<file path="config.mk">
export PLATFORM = sky130hd
export DESIGN_NAME = mem_arbiter
export DESIGN_NICKNAME = d
export VERILOG_FILES = /design/src/rtl/mem_arbiter.sv
export SDC_FILE = /design/constraint.sdc
export NUM_CORES = 1
export LEC_CHECK = 0
export CORE_ASPECT_RATIO = 0.9
export CORE_UTILIZATION = 37
export CTS_CLUSTER_DIAMETER = 100
export DETAILED_ROUTE_END_ITERATION = 16
export HOLD_SLACK_MARGIN = 0.05
export PLACE_DENSITY = 0.85
export SLEW_MARGIN = 15
export SYNTH_ARGS = -nofsm -noshare
export SYNTH_HDL_FRONTEND = slang
export SYNTH_SLANG_ARGS = --single-unit
</file>
<file path="constraint.sdc">
create_clock -name clk -period 1.8 [get_ports clk]
set_input_delay 0.27 -clock clk [delete_from_list [all_inputs] [get_ports clk]]
set_output_delay 0.27 -clock clk [all_outputs]
set_load 0.05 [all_outputs]
</file>
<file path="src/rtl/mem_arbiter.sv">
// mem_arbiter
// Shares one synchronous single-port memory between the instruction-fetch
// port (if_*) and the data port (d_*). Every access takes four cycles:
// IDLE (arbitrate) -> ISSUE (mem_en) -> WAIT (capture mem_rdata) -> RESP (ack).
// Data has priority, except that a fetch is forced through after STARVE_MAX
// consecutive data grants made while a fetch was waiting.
//
// Ports:
//   clk, reset              clock (rising edge), async active-low reset
//   if_req/if_addr          fetch request, held until if_ack
//   if_flush                taken branch; kills the outstanding fetch
//   if_ack/if_rdata         fetch completion pulse and instruction word
//   d_req/d_we/d_addr/d_wdata  data request, held until d_ack
//   d_ack/d_rdata           data completion pulse and load data
//   mem_en/mem_we/mem_addr/mem_wdata/mem_rdata  memory side
//   stall_f                 if_req & ~if_ack, freezes the Fetch stage
module mem_arbiter #(
    parameter int STARVE_MAX = 4
) (
    input  logic        clk,
    input  logic        reset,
    input  logic        if_req,
    input  logic [31:0] if_addr,
    input  logic        if_flush,
    output logic        if_ack,
    output logic [31:0] if_rdata,
    input  logic        d_req,
    input  logic        d_we,
    input  logic [31:0] d_addr,
    input  logic [31:0] d_wdata,
    output logic        d_ack,
    output logic [31:0] d_rdata,
    output logic        mem_en,
    output logic        mem_we,
    output logic [31:0] mem_addr,
    output logic [31:0] mem_wdata,
    input  logic [31:0] mem_rdata,
    output logic        stall_f
);

    typedef enum logic [1:0] {IDLE, ISSUE, WAIT, RESP} state_t;

    state_t      state_q, state_d;
    logic        own_f_q, own_f_d;     // 1 = fetch owns the access
    logic        we_q, we_d;
    logic [31:0] addr_q, addr_d;
    logic [31:0] wdata_q, wdata_d;
    logic        kill_q, kill_d;       // fetch flushed during ISSUE
    logic [2:0]  starve_q, starve_d;
    logic [31:0] if_rdata_q, if_rdata_d;
    logic [31:0] d_rdata_q, d_rdata_d;

    logic starve_hit;
    logic grant_f;
    logic grant_d;

    assign starve_hit = ({29'd0, starve_q} == STARVE_MAX);
    // A flush in IDLE blocks the fetch grant; data may still go.
    assign grant_f = if_req && !if_flush && (!d_req || starve_hit);
    assign grant_d = d_req && !grant_f;

    always_comb begin
        state_d    = state_q;
        own_f_d    = own_f_q;
        we_d       = we_q;
        addr_d     = addr_q;
        wdata_d    = wdata_q;
        kill_d     = kill_q;
        starve_d   = starve_q;
        if_rdata_d = if_rdata_q;
        d_rdata_d  = d_rdata_q;
        case (state_q)
            IDLE: begin
                if (grant_d) begin
                    state_d = ISSUE;
                    own_f_d = 1'b0;
                    we_d    = d_we;
                    addr_d  = d_addr;
                    wdata_d = d_wdata;
                    kill_d  = 1'b0;
                    if (if_req && starve_q != 3'b111)
                        starve_d = starve_q + 3'd1;
                end else if (grant_f) begin
                    state_d  = ISSUE;
                    own_f_d  = 1'b1;
                    we_d     = 1'b0;
                    addr_d   = if_addr;
                    kill_d   = 1'b0;
                    starve_d = 3'd0;
                end
            end
            ISSUE: begin
                state_d = WAIT;
                if (own_f_q && if_flush)
                    kill_d = 1'b1;
            end
            WAIT: begin
                // A killed fetch lets the memory access finish but drops
                // the response and leaves if_rdata alone.
                if (own_f_q && (kill_q || if_flush)) begin
                    state_d = IDLE;
                end else begin
                    state_d = RESP;
                    if (own_f_q)
                        if_rdata_d = mem_rdata;
                    else if (!we_q)
                        d_rdata_d = mem_rdata;
                end
            end
            RESP:    state_d = IDLE;
            default: state_d = IDLE;
        endcase
    end

    always_ff @(posedge clk or negedge reset) begin
        if (!reset) begin
            state_q    <= IDLE;
            own_f_q    <= 1'b0;
            we_q       <= 1'b0;
            addr_q     <= 32'h0;
            wdata_q    <= 32'h0;
            kill_q     <= 1'b0;
            starve_q   <= 3'd0;
            if_rdata_q <= 32'h0;
            d_rdata_q  <= 32'h0;
        end else begin
            state_q    <= state_d;
            own_f_q    <= own_f_d;
            we_q       <= we_d;
            addr_q     <= addr_d;
            wdata_q    <= wdata_d;
            kill_q     <= kill_d;
            starve_q   <= starve_d;
            if_rdata_q <= if_rdata_d;
            d_rdata_q  <= d_rdata_d;
        end
    end

    assign mem_en    = (state_q == ISSUE);
    assign mem_we    = we_q;
    assign mem_addr  = addr_q;
    assign mem_wdata = wdata_q;
    assign if_ack    = (state_q == RESP) && own_f_q;
    assign d_ack     = (state_q == RESP) && !own_f_q;
    assign if_rdata  = if_rdata_q;
    assign d_rdata   = d_rdata_q;
    assign stall_f   = if_req && !if_ack;

endmodule

</file>
==> impl_metrics.py, run 1 <==
metrics = {
    "worst_setup_path": {
        "startpoint": "starve_q[0]",
        "r2r_end": "mem_addr[8]",
        "reg2reg_from": "starve_q[0]",
        "required_ns": 2.08,
        "crit_type": "flop to flop",
        "start_kind": "flop",
        "path_max_fanout": 32,
        "r2r_cells": 6,
        "cp.arrival_ns": 2.02,
        "r2r_setup_slack_ns": 0.06,
        "crit_path_end_kind": "flop",
    },
    "sta": {
        "relSlewSlack_pct": 63.87,
        "layout_setup_ws_ns": 0.05591,
        "hold_slack_ns": 0.2850,
        "fmax_mhz": 573.4,
        "rsz0062_at_grt": "no",
        "finalMaxSlewViolations": 0,
        "setup_violations": 0,
        "period_needed_ns": 1.744,
        "finalCritPeriodShare_pct": 96.89,
        "clock-skew-final_ns": 0.006525,
        "tns_ns": 0,
        "hold_violations": 0,
        "worstMarginPinSlew_ns": 0.5441,
    },
    "clock_network": {
        "cts_setup_buffers": 0,
        "clk_path_buf_depth": 2,
        "cts_tree": "done",
        "cts_root_buf": "clkbuf_16",
        "insertion_delay_ns": 0.41,
        "numCtsBuffers": 17,
        "h-tree-depth": 4,
        "cts_sinks": 136,
        "clk_pin_slew_worst_paths_ns": 0.05,
    },
    "synth": {
        "synth_xor_area_share_pct": 0,
        "synth.most_common_cell": "dfrtp_1",
        "synthesis.nets": 498,
        "ys_types": 36,
        "async_flop_share_pct": 100.0,
        "synth-compound-area-share_pct": 7.992,
        "synth_adder_area_share_pct": 0.6831,
        "synth_top_family_by_area": "multiplexers",
        "yosysWarnings": 0,
        "yosys.area.top_type": "dfrtp_1",
        "synth_edf_count": 0,
        "muxShareOfSynthArea_pct": 19.85,
        "netlist_top_cells_area": "dfrtp_1 (62%), mux2_2 (19%), a221o_1 (5.8%)",
        "ys_ff_latch": 136,
        "yosysTopAreaCellShare_pct": 61.93,
        "avgSynthCellArea_um2": 15.22,
        "synth-simple-area-share_pct": 6.216,
        "synth_area_um2": 5495,
        "syn_inst": 361,
        "ys_seq_area_share_pct": 61.93,
        "ys.flop_type": "dfrtp_1",
        "synth_common_cells": "dfrtp_1 (136), mux2_2 (92), a221o_1 (32)",
    },
    "route": {
        "wire_per_inst_um": 17.00,
        "antenna_left": 0,
        "dr.first_iter.drc_count": 114,
        "vias": 4151,
        "avgViaCountPerCell": 4.912,
        "firstDrtPassIters": 4,
        "routed_wl_mm": 14.36,
        "drcViolationCount": 0,
    },
    "grt": {
        "grt-ovfl-total": 0,
        "grtUsageMet2_pct": 33.94,
        "globalRouteMet3Util_pct": 6.909,
        "antenna_found_initial": 0,
        "busiest_layer": "met2",
        "grt_usage_pct": 19.39,
        "grt_pass1_vias": 4457,
        "grt_pass1_wl_mm": 22.52,
        "grt_start_max_net_pins": 61,
        "grt_use_met1_pct": 20.97,
    },
    "floorplan": {
        "io_pins": 267,
        "die_h_um": 117.6,
        "rows": 41,
        "start_util_pct": 38.53,
        "die-area_um2": 15340,
        "coreArea_um2": 14260,
        "die_x_um": 130.5,
    },
    "placed_design": {
        "portBuffers": 266,
        "dp_hpwl_mm": 10.72,
        "pre_cts_ws_ns": -0.09069,
        "post-place-cells": 815,
        "gp_congestion": 0.7825,
    },
    "final_layout": {
        "drive_gt1_share_pct": 27.30,
        "area_growth_pct": 63.48,
        "seq_area_um2": 3403,
        "fin_cells": 845,
        "final_nets": 779,
        "multi_input_area_um2": 1928,
        "n_antenna_cell": 0,
        "fillers": 1092,
    },
    "power": {
        "finalPower_w": 0.02008,
        "power_density_nw_per_um2": 2236,
        "p_leak_nw": 4.205,
        "vdd_drop_max_v": 0.001452,
    },
    "min_path": {
        "hold_class": "primary input to asynchronous set/reset pin",
    },
    "job": {
        "maxCapViolCount": 0,
    },
    "run_status": {
        "status": "finished, final reports clean",
    },
}
[state kept, by name, summed over array words and instances, names as in the netlist]
signal,count
kill_q,1
d_rdata,32
starve_q,3
state_q,2
mem_wdata,32
mem_addr,32
own_f_q,1
if_rdata,32
mem_we,1
[kinds of logic (layout without fill, tap and decap cells)]
| logic type | count (synthesis) | in the layout |
|---|---|---|
| muxes | 97 | 97 |
| AOI/OAI and AO/OA | 47 | 47 |
| adders and majority gates | 3 | 3 |
| buffers and inverters | 26 | 317 |
| and+or+nand+nor | 52 | 52 |
| DFF | 136 | 136 |
[final cells by class]
cell class | count | area share (%)
Multi-Input combinational cell | 199 | 21.46
Tap cell | 193 | 2.688
Inverter | 3 | 0.1253
Clock inverter | 8 | 2.159
Clock buffer | 21 | 5.125
Sequential cell | 136 | 37.88
Timing Repair Buffer | 285 | 30.56
[repair_timing]
action	in CTS	in global routing
endpoints found under the setup margin	106	2
hold buffers	1	0
endpoints found under the hold margin	101	0
pin swaps	0	0
gates cloned	0	0
resized for setup	106	3
[per-stage QoR]
stage          util [%]  area, um^2
3_5_place_dp      59.14        8434
5_1_grt           62.99        8984
3_3_place_gp      59.14        8434
4_1_cts           62.90        8970
6_report          62.99        8984
2_1_floorplan         -        5498
[power by group]
part,internal (W),switching [W],total (W),leakage (nW)
clock network,0.00265,0.00120,0.00385,0.319
logic,0.00357,0.00721,0.0108,2.24
registers,0.00460,0.000855,0.00546,1.64
total,0.0108,0.00927,0.0201,4.20
[routing by layer]
layer | routed length (um) | share of wire [%]
met1 | 5588 | 39
met2 | 7307 | 51
met3 | 1209 | 8.4
met4 | 257 | 1.8
met5 | 0 | 0
[how the worst max path moves through the flow]
stage | slack [ns] | to | cells past startpoint
CTS | 0.04 | stall_f | 5
floorplan | 0.08 | stall_f | 4
detailed placement | -0.09 | mem_addr[2] | 5
global route | 0.01 | mem_addr[2] | 6
finish | 0.06 | mem_addr[8] | 6
global placement | -0.03 | mem_wdata[10] | 6
[worst max-delay path: stages, from the launching register on]
cell     delay, ns
dfrtp_1       0.36
inv_1         0.08
ha_1          0.22
a21bo_1       0.19
and3_1        0.20
buf_12        0.17
a221o_1       0.39
[layout by cell type, fill, tap and decap left out, types with 3 or more instances in the layout]
cell             synthesis  layout
mux2_2                  92      92
and3_1                  31      31
a221o_1                 32      32
bufinv_16                0       6
mux2_1                   4       4
buf_4                    1      35
dfrtp_1                136     136
nand2_1                  4       3
ha_1                     3       3
clkbuf_16                0      17
buf_12                   0      11
dlygate4sd2_1            0     105
clkdlybuf4s50_1          0     132
o2bb2ai_1                3       3
inv_1                    3       3
(Power assumes the default switching activity.)
==> inputs of run 2 (changes only) <==
CORE_ASPECT_RATIO = 0.7   (was 0.9)
CORE_MARGIN = 10   (was default)
==> run 2 against run 1 <==
  * Worst hold slack improved by 0.094 ns
  * Clock skew up 0.0062 ns
  * Via count is 1.3% higher
  * Clock power is 5% lower
  * Sequential cell count is the same
  * Largest power group unchanged
  * Die area up 32%
  * Critical path depth stayed put
  * Register-to-register slack about the same
==> impl_metrics.py, run 2 (same netlist as run 1, synthesis figures left out) <==
metrics = {
    "worst_setup_path": {
        "critPathCapture": "mem_addr[18]",
        "r2r_setup_slack_ns": 0.06,
        "start_kind": "flop",
        "required_ns": 2.07,
        "path_max_fanout": 32,
        "startpoint": "starve_q[0]",
        "r2r_cells": 6,
        "crit_path_end_kind": "flop",
        "reg2reg_from": "starve_q[0]",
        "path_cells": "inv_1 -> ha_1 -> a21bo_1 -> and3_1 -> buf_12 -> a221o_1",
        "cp.arrival_ns": 2.01,
        "slowest_stage": "dfrtp_1",
        "crit_type": "flop to flop",
        "critPathMaxStageDelay_ns": 0.37,
        "r2r_end": "mem_addr[18]",
    },
    "floorplan": {
        "io_pins": 267,
        "die_x_um": 165.7,
        "die-area_um2": 20200,
        "rows": 37,
        "coreArea_um2": 14630,
        "start_util_pct": 37.56,
        "die_h_um": 122.0,
    },
    "sta": {
        "tns_ns": 0,
        "finalMaxSlewViolations": 0,
        "clock-skew-final_ns": 0.01271,
        "finalCritPeriodShare_pct": 96.46,
        "hold_violations": 0,
        "fmax_mhz": 576.0,
        "period_needed_ns": 1.736,
        "layout_setup_ws_ns": 0.06380,
        "setup_violations": 0,
        "worstMarginPinSlew_ns": 0.5279,
        "relSlewSlack_pct": 64.95,
    },
    "final_layout": {
        "multi_input_area_um2": 1924,
        "seq_area_um2": 3405,
        "fillers": 1146,
        "n_antenna_cell": 0,
        "final_nets": 782,
        "fin_util_pct": 60.97,
        "mostFrequentLayoutCell": "dfrtp_1",
        "drive_gt1_share_pct": 36.63,
        "area_growth_pct": 62.32,
        "mostFrequentLayoutCells": "dfrtp_1 (135), clkdlybuf4s50_1 (132), buf_4 (94)",
    },
    "placed_design": {
        "gp_congestion": 0.8024,
        "dp_hpwl_mm": 13.33,
        "pre_cts_ws_ns": -0.1020,
        "portBuffers": 266,
    },
    "clock_network": {
        "numCtsBuffers": 17,
        "h-tree-depth": 4,
        "clk_pin_slew_worst_paths_ns": 0.06,
        "clk_path_buf_depth": 2,
        "cts_sinks": 136,
        "cts_root_buf": "clkbuf_16",
        "cts_tree": "done",
        "insertion_delay_ns": 0.40,
    },
    "grt": {
        "antenna_found_initial": 0,
        "grt_pass1_vias": 4759,
        "grt-ovfl-total": 0,
        "grt_usage_pct": 16.14,
        "grt_pass1_wl_mm": 26.43,
        "grt_start_max_net_pins": 55,
    },
    "route": {
        "vias": 4207,
        "firstDrtPassIters": 4,
        "routed_wl_mm": 16.94,
        "avgViaCountPerCell": 4.932,
        "wire_per_inst_um": 19.86,
        "dr.first_iter.drc_count": 249,
        "antenna_left": 0,
        "drcViolationCount": 0,
    },
    "power": {
        "power_density_nw_per_um2": 2279,
        "vdd_drop_max_v": 0.001400,
        "p_leak_nw": 4.146,
    },
    "min_path": {
        "hold_class": "primary input to asynchronous set/reset pin",
    },
    "run_status": {
        "status": "finished, final reports clean",
    },
    "job": {
        "maxCapViolCount": 0,
    },
}
-- run 2: cell types whose count changed in the layout (fill, tap and decap cells not counted), sizes merged --
cell         delta
clkinvlp        +3
inv             +3
buf            +60
bufinv          -2
clkbuf          -2
clkinv          +1
dlygate4sd2    -57
-- run 2: through the flow --
step	hold WS [ns]	cell area, um^2	total power, W	std cells
finish	0.3792	8920	0.02033	853
global route	0.4096	8920	0.02122	853
global placement	0.2489	8334	0.01690	820
detailed placement	0.2626	8334	0.01721	820
floorplan	-0.02559	5498	0.01303	361
CTS	0.4027	8911	0.02054	853
-- run 2: worst max-delay path: cells and delay by family (launching register included) --
family / cells / cell delay, ns
compound gates: 2 / 0.56
fa+ha+maj: 1 / 0.22
buf+inv: 2 / 0.25
flops: 1 / 0.37
simple gates: 1 / 0.20
-- run 2: timing repair --
| action | CTS | global route |
|---|---|---|
| resized for setup | 48 | 3 |
| endpoints found under the hold margin | 50 | 0 |
| hold buffers | 1 | 0 |
| endpoints found under the setup margin | 48 | 1 |
| setup buffers | 0 | 0 |
-- run 2: layout make-up --
class / instances / area share (%)
timing repair buffer: 288 / 30.37
clock inverter: 13 / 2.174
inverter: 3 / 0.1262
clock buffer: 19 / 4.853
tap: 195 / 2.735
sequential: 136 / 38.17
multi-input combinational: 199 / 21.57
-- run 2: worst min path at each step --
stage | cells past startpoint | startpoint | slack [ns] | to
2_1_floorplan | 0 | reset | -0.03 | d_rdata[0]
3_3_place_gp | 1 | reset | 0.25 | d_rdata[26]
3_5_place_dp | 1 | reset | 0.26 | if_rdata[1]
4_1_cts | 2 | reset | 0.40 | if_rdata[24]
5_1_grt | 2 | reset | 0.41 | if_rdata[24]
6_report | 2 | reset | 0.38 | if_rdata[24]
-- run 2: power breakdown --
part	switching [W]	total, W	internal [W]	leakage (nW)
logic	0.00732	0.0111	0.00382	2.21
registers	0.000907	0.00551	0.00460	1.64
clock network	0.00133	0.00367	0.00234	0.297
-- run 2: per-layer routing --
| layer | share of wire (%) | track usage [%] | vias to the layer above |
|---|---|---|---|
| li1 | - | - | 1912 |
| met1 | 40 | 17.77 | 2109 |
| met2 | 51 | 28.12 | 166 |
| met3 | 7.6 | 6.918 | 20 |
| met4 | 1.7 | 4.746 | 0 |
| met5 | 0 | 0 | - |
